`src/rtl/multicycle_control_unit_pkg.sv`:
```
// rtl/multicycle_control_unit_pkg.sv - opcodes, states, ALU codes and mux selects for the multicycle control unit
package multicycle_control_unit_pkg;

  localparam logic [6:0] OP_LOAD   = 7'b0000011;
  localparam logic [6:0] OP_STORE  = 7'b0100011;
  localparam logic [6:0] OP_OP     = 7'b0110011;
  localparam logic [6:0] OP_OPIMM  = 7'b0010011;
  localparam logic [6:0] OP_BRANCH = 7'b1100011;
  localparam logic [6:0] OP_JAL    = 7'b1101111;

  typedef enum logic [3:0] {
    S_FETCH, S_DECODE, S_MEMADR, S_MEMREAD, S_MEMWB, S_MEMWRITE,
    S_EXECUTER, S_EXECUTEI, S_ALUWB, S_JAL, S_BRANCH, S_TRAP
  } state_t;

  // Which kind of ALU operation the FSM wants in the current state
  typedef enum logic [1:0] {
    ALUOP_ADD   = 2'd0,
    ALUOP_SUB   = 2'd1,
    ALUOP_FUNCT = 2'd2
  } aluop_t;

  // ALU operation codes; the base set fits in 3 bits
  localparam logic [3:0] ALU_ADD  = 4'd0;
  localparam logic [3:0] ALU_SUB  = 4'd1;
  localparam logic [3:0] ALU_AND  = 4'd2;
  localparam logic [3:0] ALU_OR   = 4'd3;
  localparam logic [3:0] ALU_XOR  = 4'd4;
  localparam logic [3:0] ALU_SLT  = 4'd5;
  localparam logic [3:0] ALU_SLL  = 4'd6;
  localparam logic [3:0] ALU_SRL  = 4'd7;
  localparam logic [3:0] ALU_SRA  = 4'd8;
  localparam logic [3:0] ALU_SLTU = 4'd9;

  localparam logic [1:0] SRCA_PC    = 2'b00;
  localparam logic [1:0] SRCA_OLDPC = 2'b01;
  localparam logic [1:0] SRCA_RS1   = 2'b10;

  localparam logic [1:0] SRCB_RS2  = 2'b00;
  localparam logic [1:0] SRCB_IMM  = 2'b01;
  localparam logic [1:0] SRCB_FOUR = 2'b10;

  localparam logic [1:0] RES_ALUOUT    = 2'b00;
  localparam logic [1:0] RES_DATA      = 2'b01;
  localparam logic [1:0] RES_ALURESULT = 2'b10;

  localparam logic [1:0] IMM_I = 2'b00;
  localparam logic [1:0] IMM_S = 2'b01;
  localparam logic [1:0] IMM_B = 2'b10;
  localparam logic [1:0] IMM_J = 2'b11;

  localparam logic [1:0] SIZE_WORD = 2'b10;

endpackage

```
`src/rtl/multicycle_alu_decode.sv`:
```
// rtl/multicycle_alu_decode.sv - ALU operation select and width legality from funct fields
module multicycle_alu_decode
  import multicycle_control_unit_pkg::*;
#(
  parameter int ALUCTRL_W = 3
) (
  input  aluop_t               aluop,
  input  logic [2:0]           funct3,
  input  logic                 funct7b5,
  input  logic                 rtype,
  output logic [ALUCTRL_W-1:0] alucontrol,
  output logic                 legal
);

  logic [3:0] funct_op;
  logic       wide;
  logic [3:0] code;

  // legal describes the funct fields regardless of aluop so DECODE can trap on it
  always_comb begin
    funct_op = ALU_ADD;
    wide     = 1'b0;
    case (funct3)
      3'b000: funct_op = (rtype && funct7b5) ? ALU_SUB : ALU_ADD;
      3'b001: begin funct_op = ALU_SLL;  wide = 1'b1; end
      3'b010: funct_op = ALU_SLT;
      3'b011: begin funct_op = ALU_SLTU; wide = 1'b1; end
      3'b100: begin funct_op = ALU_XOR;  wide = 1'b1; end
      3'b101: begin funct_op = funct7b5 ? ALU_SRA : ALU_SRL; wide = 1'b1; end
      3'b110: funct_op = ALU_OR;
      default: funct_op = ALU_AND;
    endcase
    legal = !wide || (ALUCTRL_W >= 4);
    case (aluop)
      ALUOP_ADD: code = ALU_ADD;
      ALUOP_SUB: code = ALU_SUB;
      default:   code = funct_op;
    endcase
    alucontrol = ALUCTRL_W'(code);
  end

endmodule

```
`src/rtl/multicycle_control_unit.sv`:
```
// rtl/multicycle_control_unit.sv - multicycle RV32I control FSM with memory handshake and trap
module multicycle_control_unit
  import multicycle_control_unit_pkg::*;
#(
  parameter int ALUCTRL_W     = 3,
  parameter int MEM_HANDSHAKE = 1
) (
  input  logic                 clk,
  input  logic                 reset,
  input  logic [6:0]           Op,
  input  logic [2:0]           funct3,
  input  logic                 funct7b5,
  input  logic                 Zero,
  input  logic                 Lt,
  input  logic                 MemReady,
  output logic                 MemReq,
  output logic                 MemWrite,
  output logic                 AdrSrc,
  output logic                 IRWrite,
  output logic                 PCWrite,
  output logic                 RegWrite,
  output logic [1:0]           ALUSrcA,
  output logic [1:0]           ALUSrcB,
  output logic [1:0]           ResultSrc,
  output logic [1:0]           ImmSrc,
  output logic [ALUCTRL_W-1:0] ALUControl,
  output logic [1:0]           MemSize,
  output logic                 MemUnsigned,
  output logic                 Retire,
  output logic                 Illegal
);

  state_t               state, state_next;
  aluop_t               aluop;
  logic [ALUCTRL_W-1:0] alu_ctrl;
  logic                 alu_legal;
  logic                 ready;
  logic                 f3_ok;
  logic                 taken;

  assign ready = (MEM_HANDSHAKE != 0) ? MemReady : 1'b1;

  multicycle_alu_decode #(.ALUCTRL_W(ALUCTRL_W)) u_alu_decode (
    .aluop      (aluop),
    .funct3     (funct3),
    .funct7b5   (funct7b5),
    .rtype      (Op == OP_OP),
    .alucontrol (alu_ctrl),
    .legal      (alu_legal)
  );

  // state register; reset always restarts at FETCH, which also clears the trap
  always_ff @(posedge clk) begin
    if (reset) state <= S_FETCH;
    else       state <= state_next;
  end

  // funct3 legality per opcode class and branch-condition resolution
  always_comb begin
    f3_ok = 1'b1;
    case (Op)
      OP_LOAD:           f3_ok = !(funct3[1] && funct3[0]) && !(funct3[2] && funct3[1]);
      OP_STORE:          f3_ok = !funct3[2] && !(funct3[1] && funct3[0]);
      OP_BRANCH:         f3_ok = !funct3[1];
      OP_OP, OP_OPIMM:   f3_ok = alu_legal;
      default:           f3_ok = 1'b1;
    endcase
    case (funct3)
      3'b000:  taken = Zero;
      3'b001:  taken = !Zero;
      3'b100:  taken = Lt;
      3'b101:  taken = !Lt;
      default: taken = 1'b0;
    endcase
  end

  // next-state and output decode; reset forces every output low immediately
  always_comb begin
    state_next  = state;
    aluop       = ALUOP_ADD;
    MemReq      = 1'b0;
    MemWrite    = 1'b0;
    AdrSrc      = 1'b0;
    IRWrite     = 1'b0;
    PCWrite     = 1'b0;
    RegWrite    = 1'b0;
    ALUSrcA     = SRCA_PC;
    ALUSrcB     = SRCB_RS2;
    ResultSrc   = RES_ALUOUT;
    ALUControl  = '0;
    Retire      = 1'b0;
    Illegal     = 1'b0;
    case (Op)
      OP_STORE:  ImmSrc = IMM_S;
      OP_BRANCH: ImmSrc = IMM_B;
      OP_JAL:    ImmSrc = IMM_J;
      default:   ImmSrc = IMM_I;
    endcase
    if (Op == OP_LOAD || Op == OP_STORE) begin
      MemSize     = funct3[1:0];
      MemUnsigned = funct3[2];
    end else begin
      MemSize     = SIZE_WORD;
      MemUnsigned = 1'b0;
    end

    case (state)
      S_FETCH: begin
        MemReq    = 1'b1;
        ALUSrcB   = SRCB_FOUR;
        ResultSrc = RES_ALURESULT;
        IRWrite   = ready;
        PCWrite   = ready;
        if (ready) state_next = S_DECODE;
      end
      S_DECODE: begin
        ALUSrcA = SRCA_OLDPC;
        ALUSrcB = SRCB_IMM;
        if (!f3_ok) state_next = S_TRAP;
        else begin
          case (Op)
            OP_LOAD, OP_STORE: state_next = S_MEMADR;
            OP_OP:             state_next = S_EXECUTER;
            OP_OPIMM:          state_next = S_EXECUTEI;
            OP_BRANCH:         state_next = S_BRANCH;
            OP_JAL:            state_next = S_JAL;
            default:           state_next = S_TRAP;
          endcase
        end
      end
      S_MEMADR: begin
        ALUSrcA    = SRCA_RS1;
        ALUSrcB    = SRCB_IMM;
        state_next = (Op == OP_LOAD) ? S_MEMREAD : S_MEMWRITE;
      end
      S_MEMREAD: begin
        MemReq = 1'b1;
        AdrSrc = 1'b1;
        if (ready) state_next = S_MEMWB;
      end
      S_MEMWB: begin
        ResultSrc  = RES_DATA;
        RegWrite   = 1'b1;
        Retire     = 1'b1;
        state_next = S_FETCH;
      end
      S_MEMWRITE: begin
        MemReq   = 1'b1;
        MemWrite = 1'b1;
        AdrSrc   = 1'b1;
        Retire   = ready;
        if (ready) state_next = S_FETCH;
      end
      S_EXECUTER, S_EXECUTEI: begin
        aluop      = ALUOP_FUNCT;
        ALUSrcA    = SRCA_RS1;
        ALUSrcB    = (state == S_EXECUTEI) ? SRCB_IMM : SRCB_RS2;
        ALUControl = alu_ctrl;
        state_next = S_ALUWB;
      end
      S_ALUWB: begin
        RegWrite   = 1'b1;
        Retire     = 1'b1;
        state_next = S_FETCH;
      end
      S_JAL: begin
        ALUSrcA    = SRCA_OLDPC;
        ALUSrcB    = SRCB_FOUR;
        PCWrite    = 1'b1;
        state_next = S_ALUWB;
      end
      S_BRANCH: begin
        aluop      = ALUOP_SUB;
        ALUSrcA    = SRCA_RS1;
        ALUControl = alu_ctrl;
        PCWrite    = taken;
        Retire     = 1'b1;
        state_next = S_FETCH;
      end
      default: begin
        Illegal     = 1'b1;
        ImmSrc      = 2'b00;
        MemSize     = 2'b00;
        MemUnsigned = 1'b0;
        state_next  = S_TRAP;
      end
    endcase

    if (reset) begin
      MemReq      = 1'b0;
      MemWrite    = 1'b0;
      AdrSrc      = 1'b0;
      IRWrite     = 1'b0;
      PCWrite     = 1'b0;
      RegWrite    = 1'b0;
      ALUSrcA     = 2'b00;
      ALUSrcB     = 2'b00;
      ResultSrc   = 2'b00;
      ImmSrc      = 2'b00;
      ALUControl  = '0;
      MemSize     = 2'b00;
      MemUnsigned = 1'b0;
      Retire      = 1'b0;
      Illegal     = 1'b0;
    end
  end

endmodule

```
`config.mk`:
```
export PLATFORM = sky130hd
export DESIGN_NAME = multicycle_control_unit
export DESIGN_NICKNAME = d
export VERILOG_FILES = /design/src/rtl/multicycle_control_unit_pkg.sv /design/src/rtl/multicycle_alu_decode.sv /design/src/rtl/multicycle_control_unit.sv
export SDC_FILE = /design/constraint.sdc
export NUM_CORES = 1
export LEC_CHECK = 0
export ABC_AREA = 1
export BUFFER_PORTS_ARGS = -buffer_cell sky130_fd_sc_hd__buf_2
export CAP_MARGIN = 10
export CORE_UTILIZATION = 45
export DETAILED_ROUTE_END_ITERATION = 16
export PLACE_DENSITY_LB_ADDON = 0.05
export SETUP_SLACK_MARGIN = 0.5
export SLEW_MARGIN = 0
export SYNTH_ARGS = -nofsm -noshare
export SYNTH_HDL_FRONTEND = slang
export SYNTH_SLANG_ARGS = --single-unit
```
`constraint.sdc`:
```
create_clock -name clk -period 1.7 [get_ports clk]
set_clock_uncertainty 0.05 [all_clocks]
set_input_delay 0.085 -clock clk [delete_from_list [all_inputs] [get_ports clk]]
set_output_delay 0.085 -clock clk [all_outputs]
set_load 0.03 [all_outputs]
```
==> impl_metrics.py, run 1 <==
metrics = {
    "status": {
        "outcome": "did not finish",
        "lastStage": "global routing (5_1_grt)",
        "error_line": "[ERROR DPL-0038] Utilization greater than 100%, impossible to legalize",
    },
    "synthesis": {
        "yosysTopAreaCell": "nand2_1",
        "synth_seq_cells": 4,
        "synth_area_leaders": "nand2_1 (14%), nor2_1 (13%), dfxtp_1 (10%), inv_1 (9.1%), a21oi_1 (7.6%)",
        "synth_top_cell_area_share": 0.138,
        "seq_area_frac_synth": 0.102,
        "ys.flop_type": "dfxtp_1",
        "synthCells": 149,
        "syn_area_um2": 787,
        "synthTopCellsByCount": "nand2_1 (29), nor2_1 (28), inv_1 (19)",
        "syn_nets": 165,
        "synthArstFlopShare": 0,
        "synth_edf_count": 0,
        "netlist-cell-type-count": 27,
        "yosys_warnings": 0,
        "avgSynthCellArea_um2": 5.28,
        "yosysMostFrequentCell": "nand2_1",
    },
    "placement": {
        "io_buffers": 37,
        "place_congestion": 0.937,
        "hpwl_mm": 1.90,
        "place_inst": 201,
    },
    "die": {
        "fp-row-count": 14,
        "io-pin-count": 38,
        "dieWidth_um": 43.8,
        "initial_core_util": 0.499,
        "die_h_um": 43.8,
    },
    "clock_network": {
        "cts_buffers": 3,
        "clock-sinks": 4,
        "cts-htree-levels": 1,
        "hold_buffers": 0,
        "clock-root-buffer": "clkbuf_4",
        "clockBufferDepth": 2,
    },
    "timing": {
        "worstEndpointGrtRepair": "ALUControl[0]",
        "endpoint_type": "output port",
    },
    "global_route": {
        "grt_max_degree": 16,
    },
}
[logic make-up after synthesis]
family | Yosys count | share of synthesized area
simple gates | 89 | 0.550
compound gates | 30 | 0.211
buf+inv | 26 | 0.137
flops | 4 | 0.102
[metrics by stage]
stage,setup slack (ns),util,area (um^2)
3_5_place_dp,0.156,0.715,1130
4_1_cts,0.158,0.913,1440
2_1_floorplan,0.306,-,925
3_3_place_gp,0.196,0.715,1130
[what timing repair did]
item | in CTS
pin swaps | 7
endpoints found under the setup margin | 26
setup buffers | 12
resized for setup | 61
==> inputs of run 2 (changes only) <==
--- a/config.mk
+++ b/config.mk
@@ -8,10 +8,10 @@
 export ABC_AREA = 1
 export BUFFER_PORTS_ARGS = -buffer_cell sky130_fd_sc_hd__buf_2
 export CAP_MARGIN = 10
-export CORE_UTILIZATION = 45
+export CORE_AREA = 2 2 63 65
 export DETAILED_ROUTE_END_ITERATION = 16
-export PLACE_DENSITY_LB_ADDON = 0.05
-export SETUP_SLACK_MARGIN = 0.5
+export DIE_AREA = 0 0 65 67
+export PLACE_DENSITY_LB_ADDON = 0.15
 export SLEW_MARGIN = 0
 export SYNTH_ARGS = -nofsm -noshare
 export SYNTH_HDL_FRONTEND = slang
==> run 2 against run 1 <==
Against the previous run: the flow now finishes without violations; area after synthesis unchanged; synthesized cell count unchanged.
==> impl_metrics.py, run 2 <==
metrics = {
    "status": {
        "outcome": "complete, no violations",
    },
    "synthesis": {
        "seq_area_frac_synth": 0.102,
        "syn_area_um2": 787,
        "synthTopCellsByCount": "nand2_1 (29), nor2_1 (28), inv_1 (19)",
        "ys.flop_type": "dfxtp_1",
        "yosysTopAreaCell": "nand2_1",
        "yosys_warnings": 0,
        "syn_nets": 165,
        "synth_seq_cells": 4,
        "synth_top_cell_area_share": 0.138,
        "yosysMostFrequentCell": "nand2_1",
        "synth_area_leaders": "nand2_1 (14%), nor2_1 (13%), dfxtp_1 (10%), inv_1 (9.1%), a21oi_1 (7.6%)",
        "synth_edf_count": 0,
        "synthArstFlopShare": 0,
        "netlist-cell-type-count": 27,
        "synthCells": 149,
        "avgSynthCellArea_um2": 5.28,
    },
    "die": {
        "io-pin-count": 38,
        "dieArea_mm2": 0.00436,
        "initial_core_util": 0.218,
        "dieWidth_um": 65,
        "core_area_mm2": 0.00361,
        "fp-row-count": 22,
        "die_h_um": 67,
    },
    "min_path": {
        "whs_endpoint": "state[3]$_SDFFE_PP0P_",
        "min_path_cells": 4,
        "holdCritPathClass": "primary input to register",
        "hp-start": "reset",
    },
    "placement": {
        "io_buffers": 37,
        "place_inst": 232,
        "hpwl_mm": 2.13,
        "placement.cell_area_mm2": 0.00103,
        "place_congestion": 0.860,
    },
    "clock_network": {
        "cts_tree": "built",
        "cts_buffers": 3,
        "clock-sinks": 4,
        "hold_buffers": 0,
        "clkLatencyLatePin_ns": 0.22,
        "clockBufferDepth": 2,
        "cts-htree-levels": 1,
        "clock-root-buffer": "clkbuf_8",
        "clk_pin_slew_ns": 0.03,
    },
    "timing": {
        "maxSlewViolCount": 0,
        "post-route-period-util": 0.946,
        "tightest_slew_ns": 0.339,
        "fmax_mhz": 622,
        "max_slew_margin": 0.772,
        "setup_viol": 0,
        "final.setup.tns_ns": 0,
        "period_needed_ns": 1.61,
        "hold_viol": 0,
    },
    "worst_setup_path": {
        "critPathSlowestCell": "dfxtp_4",
        "ff2ff_setup_slack_ns": 0.22,
        "reg2reg_to": "state[0]$_SDFFE_PP0P_",
        "r2r_cells": 10,
        "reg2reg_from": "state[2]$_SDFFE_PP0P_",
        "cp.arrival_ns": 1.47,
        "cpPeakStageDelay_ns": 0.38,
        "critical-path-top-delay-family": "simple AND/OR/NAND/NOR gates",
        "cp-end-kind": "primary output",
        "crit_path_cell_trace": "nand2_1 -> a21oi_1 -> inv_1 -> nand2_1 -> nor3b_1 -> buf_2",
        "crit_top_cell": "nand2_1",
        "startpoint_type": "register",
        "cp_num_buf_inv": 2,
        "worst-path-max-fanout": 9,
        "critPathKind": "register to primary output",
        "cp.required_ns": 1.56,
    },
    "power_and_ir_drop": {
        "p_per_area_mw_per_mm2": 1110,
        "irDropWorstVdd_mv": 0.265,
        "power.leakage_uw": 0.000568,
        "power_uw": 1250,
    },
    "cells_and_area": {
        "regArea_um2": 90.1,
        "layout.cells.non_filler": 238,
        "largest-register": "state",
        "final_common_cell": "buf_2",
        "multi_input_comb_area_um2": 624,
        "drive_gt1_frac": 0.342,
        "stdcell_area_mm2": 0.00113,
        "fill_cells": 421,
        "mostFrequentLayoutCells": "buf_2 (35), nand2_1 (29), nor2_1 (27), inv_1 (19), a21oi_1 (12)",
        "syn2layout_area_growth_pct": 43.1,
        "largest_reg_flops": 4,
        "num_antenna_cells": 0,
        "nNetsFinal": 208,
        "reg_top3": "state x4",
    },
    "route": {
        "ant_nets": 0,
        "wl_mm": 2.54,
        "drt-pass1-iter-count": 4,
        "vias": 1105,
        "via_per_inst": 4.64,
        "wire_per_inst_um": 10.7,
        "drc_errors": 0,
        "first_iter_violations": 50,
    },
    "global_route": {
        "grt_first_pass_wirelength_mm": 4.15,
        "grt_max_degree": 16,
        "grt_overflow": 0,
        "grt_pass1_vias": 956,
        "antenna_found_initial": 0,
        "grt_util_all_layers": 0.123,
    },
    "run": {
        "cap_violations": 0,
    },
}
## run 2: routing by layer
| metal | up-vias | share of wire | global-route usage |
|---|---|---|---|
| met5 | - | 0 | 0 |
| met4 | 0 | 0.012 | 0.0559 |
| met3 | 3 | 0.062 | 0.0169 |
| met2 | 35 | 0.42 | 0.189 |
| met1 | 491 | 0.50 | 0.168 |
| li1 | 576 | - | - |
## run 2: timing repair
item / 4_1_cts / 5_1_grt
gates resized for setup: 2 / 10
buffers inserted: 3 / 0
gates cloned: 0 / 0
setup endpoints to repair: 10 / 7
pin swaps: 1 / 0
## run 2: logic make-up after synthesis
group / Yosys count / share of synthesized area
buffers and inverters: 26 / 0.137
AO/OA/AOI/OAI: 30 / 0.211
AND/OR/NAND/NOR: 89 / 0.550
flip-flops: 4 / 0.102
## run 2: report_power, final
group	switching, uW	total, uW	internal (uW)
Sequential	65.8	204	138
Clock	48.5	199	151
Combinational	560	846	286
## run 2: worst reg2reg max path, stage by stage (launching register included)
cell	delay, ns
dfxtp_4	0.35
inv_2	0.08
nor2_4	0.05
buf_4	0.14
buf_4	0.14
nand2_4	0.07
nand3_2	0.08
nand2_2	0.11
nand2_2	0.07
a21oi_1	0.13
a21oi_1	0.08
## run 2: per-stage QoR
| stage | util | hold WS [ns] | worst slack (ns) |
|---|---|---|---|
| after floorplan | - | 0.190 | 0.0808 |
| after detailed placement | 0.285 | 0.383 | 0.116 |
| after global routing | 0.312 | 0.223 | -0.00357 |
| final | 0.312 | 0.163 | 0.0919 |
| after CTS | 0.304 | 0.159 | 0.0187 |
| after global placement | 0.285 | 0.398 | 0.103 |
## run 2: cell type report
type                    instances  share of cell area
clock buffers                   3              0.0367
repair buffers                 42               0.202
flip-flops and latches          4              0.0800
multi-input cells             119               0.554
well taps                      48              0.0533
inverters                      22              0.0733
## run 2: how the worst max path moves through the flow
stage	startpoint	end	slack (ns)	cells after the start
floorplan	state[1]$_SDFFE_PP0P_	MemSize[0]	0.08	6
global placement	state[2]$_SDFFE_PP0P_	ALUControl[0]	0.10	7
detailed placement	state[2]$_SDFFE_PP0P_	ALUControl[0]	0.12	7
CTS	state[3]$_SDFFE_PP0P_	ALUSrcB[0]	0.02	8
global route	state[3]$_SDFFE_PP0P_	ALUControl[0]	-0.004	7
finish	state[1]$_SDFFE_PP0P_	MemSize[0]	0.09	6
Note: power is estimated with default switching activity, not from simulation.
